`config.mk`:
```
export PLATFORM = sky130hd
export DESIGN_NAME = skid_buf
export DESIGN_NICKNAME = d
export VERILOG_FILES = /design/src/rtl/skid_buf.sv
export SDC_FILE = /design/constraint.sdc
export NUM_CORES = 1
export LEC_CHECK = 0
export BUFFER_PORTS_ARGS = -buffer_cell sky130_fd_sc_hd__buf_2
export CAP_MARGIN = 40
export CORE_MARGIN = 1
export CORE_UTILIZATION = 54
export DETAILED_ROUTE_END_ITERATION = 8
export PLACE_DENSITY = 0.79
export SYNTH_ARGS = -nofsm -noshare
export SYNTH_HDL_FRONTEND = slang
export SYNTH_SLANG_ARGS = --single-unit
```
`constraint.sdc`:
```
create_clock -name clk -period 1.6 [get_ports clk]
set_input_delay 0.24 -clock clk [delete_from_list [all_inputs] [get_ports clk]]
set_output_delay 0.24 -clock clk [all_outputs]
set_load 0.01 [all_outputs]
```
`src/rtl/skid_buf.sv`:
```
// skid_buf: two-entry valid/ready stage (output reg + skid reg).
// Ports: clk, rstn (sync, active-high), valid_in/data_in/ready_out
// upstream, valid_out/data_out/ready_in downstream. All outputs are flops.
module skid_buf #(
  parameter int DATA_WIDTH = 32
) (
  input  logic                  clk,
  input  logic                  rstn,
  input  logic                  valid_in,
  input  logic [DATA_WIDTH-1:0] data_in,
  output logic                  ready_out,
  input  logic                  ready_in,
  output logic                  valid_out,
  output logic [DATA_WIDTH-1:0] data_out
);

  logic                  r_valid_out;
  logic [DATA_WIDTH-1:0] r_data_out;
  logic                  r_skid_valid;
  logic [DATA_WIDTH-1:0] r_skid_data;
  logic                  r_ready_out;

  logic w_in_xfer;
  logic w_out_xfer;

  assign w_in_xfer  = valid_in & r_ready_out;
  assign w_out_xfer = r_valid_out & ready_in;

  // r_ready_out mirrors !r_skid_valid but is its own flop so the
  // upstream ready never sees a combinational path.
  always_ff @(posedge clk) begin
    if (rstn) begin
      r_valid_out  <= 1'b0;
      r_data_out   <= '0;
      r_skid_valid <= 1'b0;
      r_skid_data  <= '0;
      r_ready_out  <= 1'b1;
    end else if (!r_valid_out) begin
      if (w_in_xfer) begin
        r_valid_out <= 1'b1;
        r_data_out  <= data_in;
      end
    end else if (!r_skid_valid) begin
      unique case ({w_in_xfer, w_out_xfer})
        2'b11: r_data_out <= data_in;
        2'b10: begin
          r_skid_valid <= 1'b1;
          r_skid_data  <= data_in;
          r_ready_out  <= 1'b0;
        end
        2'b01: r_valid_out <= 1'b0;
        default: ;
      endcase
    end else if (w_out_xfer) begin
      r_data_out   <= r_skid_data;
      r_skid_valid <= 1'b0;
      r_ready_out  <= 1'b1;
    end
  end

  assign ready_out = r_ready_out;
  assign valid_out = r_valid_out;
  assign data_out  = r_data_out;

endmodule

```
==> metrics.txt <==
share of layout cells above drive strength 1 0.3414; io pins 70; DR vias/cell 5.403; Avg Synthesized Cell Area 10.54 sq um; Tot GR Track Use 0.2279; Num CTS Buffers 9; power per cell area 1080 nW/um^2; first-pass GRT wire length 11070 um; leakage power 1.682 nW; synthesized flop and latch total 67; Syn Inst Count 303; Root Buffer clkbuf_8; Vias 2399; Nets 404; post-synthesis cell type count 17; GP Congestion 0.7204; Ys Warns 0; drt first pass iters 4; Site Rows 27; Layout area overhead 18.33%; slew of the pin with the lowest slew margin 0.3798 ns; Int Pwr 2.910 mW; full die area 6227 sq um; Clock Latency Late Sink 0.34 ns; Fmax achieved 696.7 MHz; status complete, no violations; Final Cycle Share 0.8971; antenna-violating nets left 0; number of global-route vias before repair 2316; initial antenna violation count 0; clk buf depth 2; RSZ-0062 raised after global routing false; number of diodes 0; Synthesized Nets 339; metal3 WL 303 um; dpl hpwl 4215 um; total gr overflow 0; Switching Share 0.2870; largest net degree at the start of global routing 74; crit path kind reg -> reg; Initial Util 0.5696; width of the die 78.91 um; register share of total power 0.468; Final Max Tran Viols 0; Post-Place Cells 429; drt total wl 6589 um; Seq/Total Area, Yosys 0.4199; clk sinks 67; DRC Markers 0; Final Hold Viols 0; cell area after layout 3780 sq um; met2 WL post-DR 3055 um; Sw Pwr 1.172 mW; core area 5608 sq um; CTS tree done; Max Used Layer met4; input/output buffers 69; endpoints failing setup 0; Worst Setup End Kind flip-flop; worst hold path cell count 2; cells along the critical path a22o_1 -> and2_2 -> buf_4 -> a211oi_2; CP startpoint kind flip-flop; routed len/inst 14.84 um; maxcap violations 0; TNS Setup 0 ns; worst vdd ir 673.7 uV; post-cts sizing count 0; hold buffers post-CTS 0; netlist area before placement 3194 sq um; post-route insts no fill 444; Final Power 4.082 mW; arrival time at the worst endpoint 1.66 ns; max_slew headroom 0.7468; Worst Path Required 1.82 ns; Die H 78.91 um; CTS H-tree lvls 3; Logic pwr share 0.212; DP Area 3605 sq um; min-delay worst type in -> reg; Post-CTS Repair Setup Buffers 0; Clk pwr share 0.320; clk slew on worst S/H paths 0.07 ns; FF-to-FF path depth 4; CP Max Fanout 12; CP max-delay cell dfxtp_1; post-layout min period 1.435 ns; delay of the slowest critical-path stage 0.42 ns; Metal-1 WL 3149 um; drt initial violations 133; Layout Skew 0.007203 ns
## registers in the layout, summed over array words and instances, names as in the netlist
register,cells
ready_out,1
data_out,32
r_skid_valid,1
r_skid_data,32
valid_out,1
## synth_stat cells
cell type  count  share of area
a211oi_1       4         0.0094
a211oi_2      30           0.12
a21oi_1       34          0.053
a22o_1         1         0.0027
a31oi_1        1         0.0020
and2_1         1         0.0020
buf_2         11          0.017
buf_6          6          0.021
clkbuf_1      11          0.013
dfxtp_1       67           0.42
inv_1          2         0.0024
mux2i_1       64           0.20
nand2_1        2         0.0024
nand2b_1      65           0.13
nor2_1         1         0.0012
nor3_4         1         0.0051
o21ai_0        2         0.0031
## worst paths after layout
path | from | endpoint | slack, ns
min | ready_in | r_skid_valid | 0.12
min reg2reg | r_skid_data[4] | r_skid_data[4] | 0.47
max | ready_out | data_out[15] | 0.16
max reg2reg | ready_out | data_out[15] | 0.16
## power by group through the flow
stage               Clock (mW)  Sequential (mW)  Combinational [mW]
floorplan                    0             1.99               0.545
global placement             0             1.94               0.853
detailed placement           0             1.94               0.874
CTS                       1.33             1.91               0.876
global route              1.41             1.93               0.946
finish                    1.31             1.91               0.865
## metal layers
metal | up-vias | track usage
met5 | - | 0
met3 | 8 | 0.06667
met2 | 46 | 0.3574
met1 | 1144 | 0.3040
met4 | 0 | 0.06545
li1 | 1201 | -
## cell usage in the layout (no fill, tap or decap), drive strengths merged
| cell | n |
|---|---|
| buf | 82 |
| dfxtp | 67 |
| nand2b | 65 |
| mux2i | 64 |
| a21oi | 34 |
| a211oi | 34 |
| clkbuf | 12 |
| inv | 2 |
| o21ai | 2 |
| clkinv | 2 |
| nand2 | 2 |
| a22o | 1 |
| and2 | 1 |
| nor3 | 1 |
| a31oi | 1 |
| nor2 | 1 |
| bufinv | 1 |
## cell families after synthesis
| kind of cell | Yosys count | synth area share |
|---|---|---|
| simple gates | 70 | 0.1379 |
| buf+inv | 30 | 0.05366 |
| mux | 64 | 0.2005 |
| flops | 67 | 0.4199 |
| compound gates | 72 | 0.1880 |
## per-stage QoR
step | utilization | setup WS, ns | hold WS, ns
4_1_cts | 0.6740 | 0.1760 | 0.1095
6_report | 0.6740 | 0.1647 | 0.1161
3_3_place_gp | 0.6428 | 0.1842 | 0.4579
2_1_floorplan | - | 0.2329 | 0.3405
5_1_grt | 0.6740 | 0.07508 | 0.1351
3_5_place_dp | 0.6428 | 0.1571 | 0.4681
## cell type report
type | count | area [sq um]
Fill cell | 450 | 1828
Multi-Input combinational cell | 206 | 1685
Sequential cell | 67 | 1341
Timing Repair Buffer | 82 | 480.5
Clock buffer | 12 | 135.1
Tap cell | 72 | 90.09
Clock inverter | 3 | 40.04
Inverter | 2 | 7.507
## critical path: cells and delay by family, from the launching register on
family,cells,cell delay (ns)
flip-flops,1,0.42
AND/OR/NAND/NOR,1,0.31
buffers and inverters,1,0.30
AO/OA/AOI/OAI,2,0.27
No activity file was read; power rests on OpenSTA's default activity.
